===== config.mk =====
export PLATFORM = sky130hd
export DESIGN_NAME = rf_wb_arbiter
export DESIGN_NICKNAME = d
export VERILOG_FILES = /design/src/rtl/rf_wb_arbiter.sv
export SDC_FILE = /design/constraint.sdc
export NUM_CORES = 1
export LEC_CHECK = 0
export BUFFER_PORTS_ARGS = -buffer_cell sky130_fd_sc_hd__buf_2
export CORE_MARGIN = 4
export CORE_UTILIZATION = 48
export DETAILED_ROUTE_END_ITERATION = 16
export PLACE_DENSITY = 0.8
export SYNTH_ARGS = -nofsm -noshare
export SYNTH_HDL_FRONTEND = slang
export SYNTH_SLANG_ARGS = --single-unit

===== constraint.sdc =====
create_clock -name clk -period 3.25 [get_ports clk]
set_clock_uncertainty 0.05 [all_clocks]
set_input_delay 0.325 -clock clk [delete_from_list [all_inputs] [get_ports clk]]
set_output_delay 0.325 -clock clk [all_outputs]
set_load 0.01 [all_outputs]

===== src/rtl/rf_wb_arbiter.sv =====
`default_nettype none
// ============================================================================
//  Module   : rf_wb_arbiter
//  Purpose  : Owns the register file write port. Round-robin arbitration of
//             writeback requests from the ALU, the load return path and the
//             CSR unit, with per-source width/sign handling, plus a
//             pending-load scoreboard used by decode for hazard stalls.
//  Ports    : clk, rst                      - clock, sync active-high reset
//             alu_valid/ready/rd/data/word  - ALU writeback request
//             ld_valid/ready/rd/data/size/unsigned - load return request
//             csr_valid/ready/rd/data       - CSR writeback request
//             ld_issue/ld_issue_rd/ld_issue_ready - load issue (sets busy)
//             id_rs1/id_rs2/id_hazard       - decode hazard query
//             busy_mask                     - registered scoreboard
//             rf_wen/rf_waddr/rf_wdata      - registered RF write port
//  Revision : 1.0 - initial release
// ============================================================================
module rf_wb_arbiter #(
    parameter int XLEN = 64,
    parameter int AW   = 5,
    parameter int NREG = 32
) (
    input  logic            clk,
    input  logic            rst,
    input  logic            alu_valid,
    output logic            alu_ready,
    input  logic [AW-1:0]   alu_rd,
    input  logic [XLEN-1:0] alu_data,
    input  logic            alu_word,
    input  logic            ld_valid,
    output logic            ld_ready,
    input  logic [AW-1:0]   ld_rd,
    input  logic [XLEN-1:0] ld_data,
    input  logic [1:0]      ld_size,
    input  logic            ld_unsigned,
    input  logic            csr_valid,
    output logic            csr_ready,
    input  logic [AW-1:0]   csr_rd,
    input  logic [XLEN-1:0] csr_data,
    input  logic            ld_issue,
    input  logic [AW-1:0]   ld_issue_rd,
    output logic            ld_issue_ready,
    input  logic [AW-1:0]   id_rs1,
    input  logic [AW-1:0]   id_rs2,
    output logic            id_hazard,
    output logic [NREG-1:0] busy_mask,
    output logic            rf_wen,
    output logic [AW-1:0]   rf_waddr,
    output logic [XLEN-1:0] rf_wdata
);

    // Round-robin pointer encoding: identifies the source granted last.
    localparam logic [1:0] c_SRC_ALU = 2'd0;
    localparam logic [1:0] c_SRC_LD  = 2'd1;
    localparam logic [1:0] c_SRC_CSR = 2'd2;

    logic [1:0]      r_last_grant;
    logic [1:0]      w_last_grant_nxt;
    logic [NREG-1:0] r_busy;
    logic [NREG-1:0] w_busy_nxt;
    logic            r_wb_is_ld;

    logic            w_alu_elig;
    logic            w_gnt_alu;
    logic            w_gnt_ld;
    logic            w_gnt_csr;
    logic            w_gnt_any;
    logic            w_ld_set;
    logic [AW-1:0]   w_wb_rd;
    logic [XLEN-1:0] w_wb_data;
    logic [XLEN-1:0] w_alu_ext;
    logic [XLEN-1:0] w_ld_ext;

    // An ALU write to a register with a load still in flight would be
    // overwritten out of order by the load return, so hold it off.
    assign w_alu_elig = alu_valid && !(r_busy[alu_rd] && (alu_rd != '0));

    // ------------------------------------------------------------------
    // Pointer register
    // ------------------------------------------------------------------
    always_ff @(posedge clk) begin
        if (rst) begin
            r_last_grant <= c_SRC_CSR;
        end else begin
            r_last_grant <= w_last_grant_nxt;
        end
    end

    // Pointer next state: moves only when a handshake completes.
    always_comb begin
        w_last_grant_nxt = r_last_grant;
        if (w_gnt_alu) begin
            w_last_grant_nxt = c_SRC_ALU;
        end else if (w_gnt_ld) begin
            w_last_grant_nxt = c_SRC_LD;
        end else if (w_gnt_csr) begin
            w_last_grant_nxt = c_SRC_CSR;
        end
    end

    // Grant decode: search starts with the source after the last winner.
    always_comb begin
        w_gnt_alu = 1'b0;
        w_gnt_ld  = 1'b0;
        w_gnt_csr = 1'b0;
        case (r_last_grant)
            c_SRC_ALU: begin
                if (ld_valid)        w_gnt_ld  = 1'b1;
                else if (csr_valid)  w_gnt_csr = 1'b1;
                else if (w_alu_elig) w_gnt_alu = 1'b1;
            end
            c_SRC_LD: begin
                if (csr_valid)       w_gnt_csr = 1'b1;
                else if (w_alu_elig) w_gnt_alu = 1'b1;
                else if (ld_valid)   w_gnt_ld  = 1'b1;
            end
            default: begin
                if (w_alu_elig)      w_gnt_alu = 1'b1;
                else if (ld_valid)   w_gnt_ld  = 1'b1;
                else if (csr_valid)  w_gnt_csr = 1'b1;
            end
        endcase
    end

    assign w_gnt_any = w_gnt_alu | w_gnt_ld | w_gnt_csr;
    assign alu_ready = w_gnt_alu;
    assign ld_ready  = w_gnt_ld;
    assign csr_ready = w_gnt_csr;

    // ------------------------------------------------------------------
    // Writeback data shaping
    // ------------------------------------------------------------------
    assign w_alu_ext = alu_word ? {{(XLEN-32){alu_data[31]}}, alu_data[31:0]}
                                : alu_data;

    always_comb begin
        w_ld_ext = ld_data;
        case (ld_size)
            2'd0:    w_ld_ext = {{(XLEN-8){ld_data[7] & ~ld_unsigned}},   ld_data[7:0]};
            2'd1:    w_ld_ext = {{(XLEN-16){ld_data[15] & ~ld_unsigned}}, ld_data[15:0]};
            2'd2:    w_ld_ext = {{(XLEN-32){ld_data[31] & ~ld_unsigned}}, ld_data[31:0]};
            default: w_ld_ext = ld_data;
        endcase
    end

    always_comb begin
        w_wb_rd   = csr_rd;
        w_wb_data = csr_data;
        if (w_gnt_alu) begin
            w_wb_rd   = alu_rd;
            w_wb_data = w_alu_ext;
        end else if (w_gnt_ld) begin
            w_wb_rd   = ld_rd;
            w_wb_data = w_ld_ext;
        end
    end

    // Registered write port. A grant to x0 still completes the handshake
    // but never raises the write enable.
    always_ff @(posedge clk) begin
        if (rst) begin
            rf_wen     <= 1'b0;
            rf_waddr   <= '0;
            rf_wdata   <= '0;
            r_wb_is_ld <= 1'b0;
        end else begin
            rf_wen     <= w_gnt_any && (w_wb_rd != '0);
            r_wb_is_ld <= w_gnt_ld;
            if (w_gnt_any) begin
                rf_waddr <= w_wb_rd;
                rf_wdata <= w_wb_data;
            end
        end
    end

    // ------------------------------------------------------------------
    // Pending-load scoreboard
    // ------------------------------------------------------------------
    assign ld_issue_ready = !r_busy[ld_issue_rd];
    assign w_ld_set       = ld_issue && ld_issue_ready && (ld_issue_rd != '0);

    // The clear is applied first so that a new issue to the same register
    // on the same edge leaves the bit set.
    always_comb begin
        w_busy_nxt = r_busy;
        if (rf_wen && r_wb_is_ld) begin
            w_busy_nxt[rf_waddr] = 1'b0;
        end
        if (w_ld_set) begin
            w_busy_nxt[ld_issue_rd] = 1'b1;
        end
        w_busy_nxt[0] = 1'b0;
    end

    always_ff @(posedge clk) begin
        if (rst) begin
            r_busy <= '0;
        end else begin
            r_busy <= w_busy_nxt;
        end
    end

    assign busy_mask = r_busy;
    assign id_hazard = ((id_rs1 != '0) && r_busy[id_rs1]) ||
                       ((id_rs2 != '0) && r_busy[id_rs2]);

endmodule
`default_nettype wire


==> metrics.yaml <==
outcome: "completed"
vdd_drop_max_mv: 0.2960
io_pins: 339
clk_transition_reported_paths_ns: 0.07
cp_class: "flop to output port"
worst-r2r-cell-count: 8
number_of_enable_type_register_cells_in_the_synthesized_netlist: 0
cts.hold.buffers_added: 0
p_leak_nw: 4.493
power_density_relative_to_cell_area_nw_per_um2: 385.8
fmax_mhz: 324.3
synthDistinctLibCells: 56
drc: 0
slack_of_the_worst_reg_to_reg_path_ns: 0.39
initialDrtViolationCount: 935
std_cell_rows: 44
grt_pass1_vias: 8140
post_route_cells_drive_above_1_share_pct: 35.00
place.gp.congestion: 0.9500
die_w_um: 131.7
setup_repair_after_global_routing_missed_its_margin: "no"
clock_tree.buffer_depth: 2
r2r_path_end: "rf_wdata[10]$_SDFFE_PP0P_"
netlist.area_leader.share_pct: 28.34
die_area_um2: 17350
seq_area_frac_synth_pct: 28.34
number_of_nets_still_failing_antenna_checks_after_routing: 0
port_buffers: 337
min_delay_path_depth: 3
numClockSinks: 104
antenna_found_initial: 3
synth_nets: 1150
dp_hpwl_um: 20210
post_synth_instance_area_um2: 7346
cp.arrival_ns: 2.71
grtUsageTotal_pct: 30.79
rr_startpoint: "busy_mask[11]$_SDFF_PP0_"
first_pass_grt_wire_length_um: 43980
final_critical_path_share_of_the_clock_period_pct: 94.87
floorplan.initialDensity_pct: 49.79
final_area_um2: 9395
tritoncts_clock_tree: "done"
timing.max_slew.rel_slack_pct: 51.52
ys_warn_count: 0
ys_top_cells_by_area: "sky130_fd_sc_hd__dfxtp_1 (28%), sky130_fd_sc_hd__mux4_2 (9.2%), sky130_fd_sc_hd__a21oi_1 (5.0%), sky130_fd_sc_hd__a211oi_1 (4.8%), sky130_fd_sc_hd__clkbuf_1 (4.0%)"
ctsRootBufferMaster: "sky130_fd_sc_hd__clkbuf_16"
final.hold.worst_slack_ns: 0.1813
synth-main-ff-cell: "sky130_fd_sc_hd__dfxtp_1"
cts_resized: 0
max_cap_violations: 0
latest_clock_arrival_within_the_worst_skew_pair_ns: 0.35
setup_crit_start_kind: "flop"
num_vias: 8674
core_area_um2: 14750
worstHoldStart: "alu_data[22]"
vias_per_inst: 6.276
first_pass_iters: 6
measured_slew_at_the_worst_slew_check_pin_ns: 0.7272
synthArstFlopShare_pct: 0
timing.final.max_slew_violations: 0
number_of_endpoints_failing_setup_at_the_final_stage: 0
final_nets: 1424
total_power_mw: 3.625
wirelength_um: 27930
h_tree_levels: 3
post-cts-setup-buffer-count: 0
cts_inserted_buffers: 9
synth_seq_cells: 104
synthDominantAreaCellType: "sky130_fd_sc_hd__dfxtp_1"
grt_max_degree: 87
post_synthesis_area_per_instance_um2: 8.002
worst_ep_required_time_ns: 2.87
routed_length_per_instance_um: 20.21
min_delay_worst_endpoint: "rf_wdata[22]$_SDFFE_PP0P_"
cp_endpoint_kind: "output port"
worst_slack_ns: 0.1669
min-delay-path-class: "primary input to flop"
final_hold_viol_count: 0
die_h_um: 131.7
min_period_ns: 3.083
worst-path-max-fanout: 25
area_growth_syn_to_layout_pct: 27.90
place_ws_ns: 0.2064
number_of_instances_in_the_synthesized_netlist: 918
detailed_place.area_um2: 9125
fin_setup_tns_ns: 0
gr_ovfl_total: 0
[power breakdown]
part | total, mW | internal, mW | switching [mW]
registers | 1.47 | 1.39 | 0.0854
clock network | 1.03 | 0.540 | 0.494
logic | 1.12 | 0.499 | 0.616
[synthesized netlist by cell type (8+ instances only)]
library cell                 n
sky130_fd_sc_hd__dfxtp_1   104
sky130_fd_sc_hd__clkbuf_1   79
sky130_fd_sc_hd__a21oi_1    74
sky130_fd_sc_hd__nor2_1     73
sky130_fd_sc_hd__nand2_1    71
sky130_fd_sc_hd__a211oi_1   47
sky130_fd_sc_hd__and3_1     46
sky130_fd_sc_hd__nand2b_1   44
sky130_fd_sc_hd__o21ai_0    42
sky130_fd_sc_hd__nand3_1    36
sky130_fd_sc_hd__o31ai_1    35
sky130_fd_sc_hd__a21boi_1   32
sky130_fd_sc_hd__a21o_1     32
sky130_fd_sc_hd__mux4_2     30
sky130_fd_sc_hd__a311oi_1   24
sky130_fd_sc_hd__nor2b_1    20
sky130_fd_sc_hd__a211o_1    18
sky130_fd_sc_hd__o32ai_1    10
sky130_fd_sc_hd__nor3_1      9
sky130_fd_sc_hd__a311o_1     8
sky130_fd_sc_hd__buf_2       8
[sequential cells by signal (all words and copies together), names as in the netlist]
| register | count |
|---|---|
| busy_mask | 31 |
| r_last_grant | 2 |
| r_wb_is_ld | 1 |
| rf_waddr | 5 |
| rf_wdata | 64 |
| rf_wen | 1 |
[how the worst max path moves through the flow]
stage,startpoint,to,cells after the start
floorplan,alu_rd[1],rf_waddr[0]$_SDFFE_PP0P_,11
global placement,alu_rd[0],rf_wen$_SDFF_PP0_,9
detailed placement,alu_rd[0],rf_wdata[30]$_SDFFE_PP0P_,9
CTS,busy_mask[11]$_SDFF_PP0_,ld_ready,7
global route,busy_mask[27]$_SDFF_PP0_,ld_ready,7
finish,busy_mask[11]$_SDFF_PP0_,ld_ready,7
[cell type report]
class / instances / area, um^2
Antenna cell: 1 / 2.502
Clock buffer: 13 / 250.2
Clock inverter: 3 / 17.52
Fill cell: 1305 / 5359
Inverter: 8 / 30.03
Multi-Input combinational cell: 708 / 4851
Sequential cell: 104 / 2082
Tap cell: 184 / 230.2
Timing Repair Buffer: 361 / 1932
[cells in the final DEF, fill, tap and decap left out, drive strengths merged, types with 3 or more instances in the layout]
| cell type | instances |
|---|---|
| a22oi | 3 |
| a211o | 18 |
| a311o | 8 |
| nor2b | 20 |
| a311oi | 24 |
| mux2 | 5 |
| and2 | 7 |
| nor2 | 73 |
| o21ai | 43 |
| a21oi | 74 |
| a21o | 32 |
| and3b | 3 |
| inv | 8 |
| clkbuf | 13 |
| dfxtp | 104 |
| nand3b | 3 |
| o32ai | 10 |
| o31ai | 35 |
| mux4 | 30 |
| and3 | 46 |
| nor3 | 9 |
| a21boi | 32 |
| or3 | 3 |
| mux2i | 6 |
| nand3 | 36 |
| a211oi | 47 |
| nand2 | 72 |
| buf | 361 |
| nand2b | 44 |
[logic make-up after synthesis]
| family | share of synthesized area [%] |
|---|---|
| AOI/OAI and AO/OA | 32.07 |
| buffers and inverters | 5.961 |
| DFF | 28.34 |
| muxes | 10.78 |
| other | 0.05105 |
| and+or+nand+nor | 22.79 |
[per-layer routing]
metal  vias up  share of wire (%)  GRT usage [%]  wire (um)
met4         4                4.0          13.07       1108
met1      3982                 40          40.36      11080
li1       3994                  -              -          -
met2       598                 46          49.03      12920
met3        96                 10          6.995       2787
met5         -              0.093              0         26
[critical path, cell delays in order (launching register included)]
cell	delay, ns
sky130_fd_sc_hd__dfxtp_1	0.54
sky130_fd_sc_hd__mux4_2	0.30
sky130_fd_sc_hd__nor2_1	0.05
sky130_fd_sc_hd__o41ai_2	0.51
sky130_fd_sc_hd__or4_4	0.29
sky130_fd_sc_hd__nand2_4	0.06
sky130_fd_sc_hd__inv_2	0.37
sky130_fd_sc_hd__buf_2	0.23
[stage by stage]
| stage | util, % | cells |
|---|---|---|
| detailed placement | 61.85 | 1365 |
| global placement | 61.85 | 1365 |
| global route | 63.68 | 1382 |
| finish | 63.68 | 1382 |
| CTS | 63.66 | 1381 |
| floorplan | - | 918 |
Power figures use the tool's default switching activity.
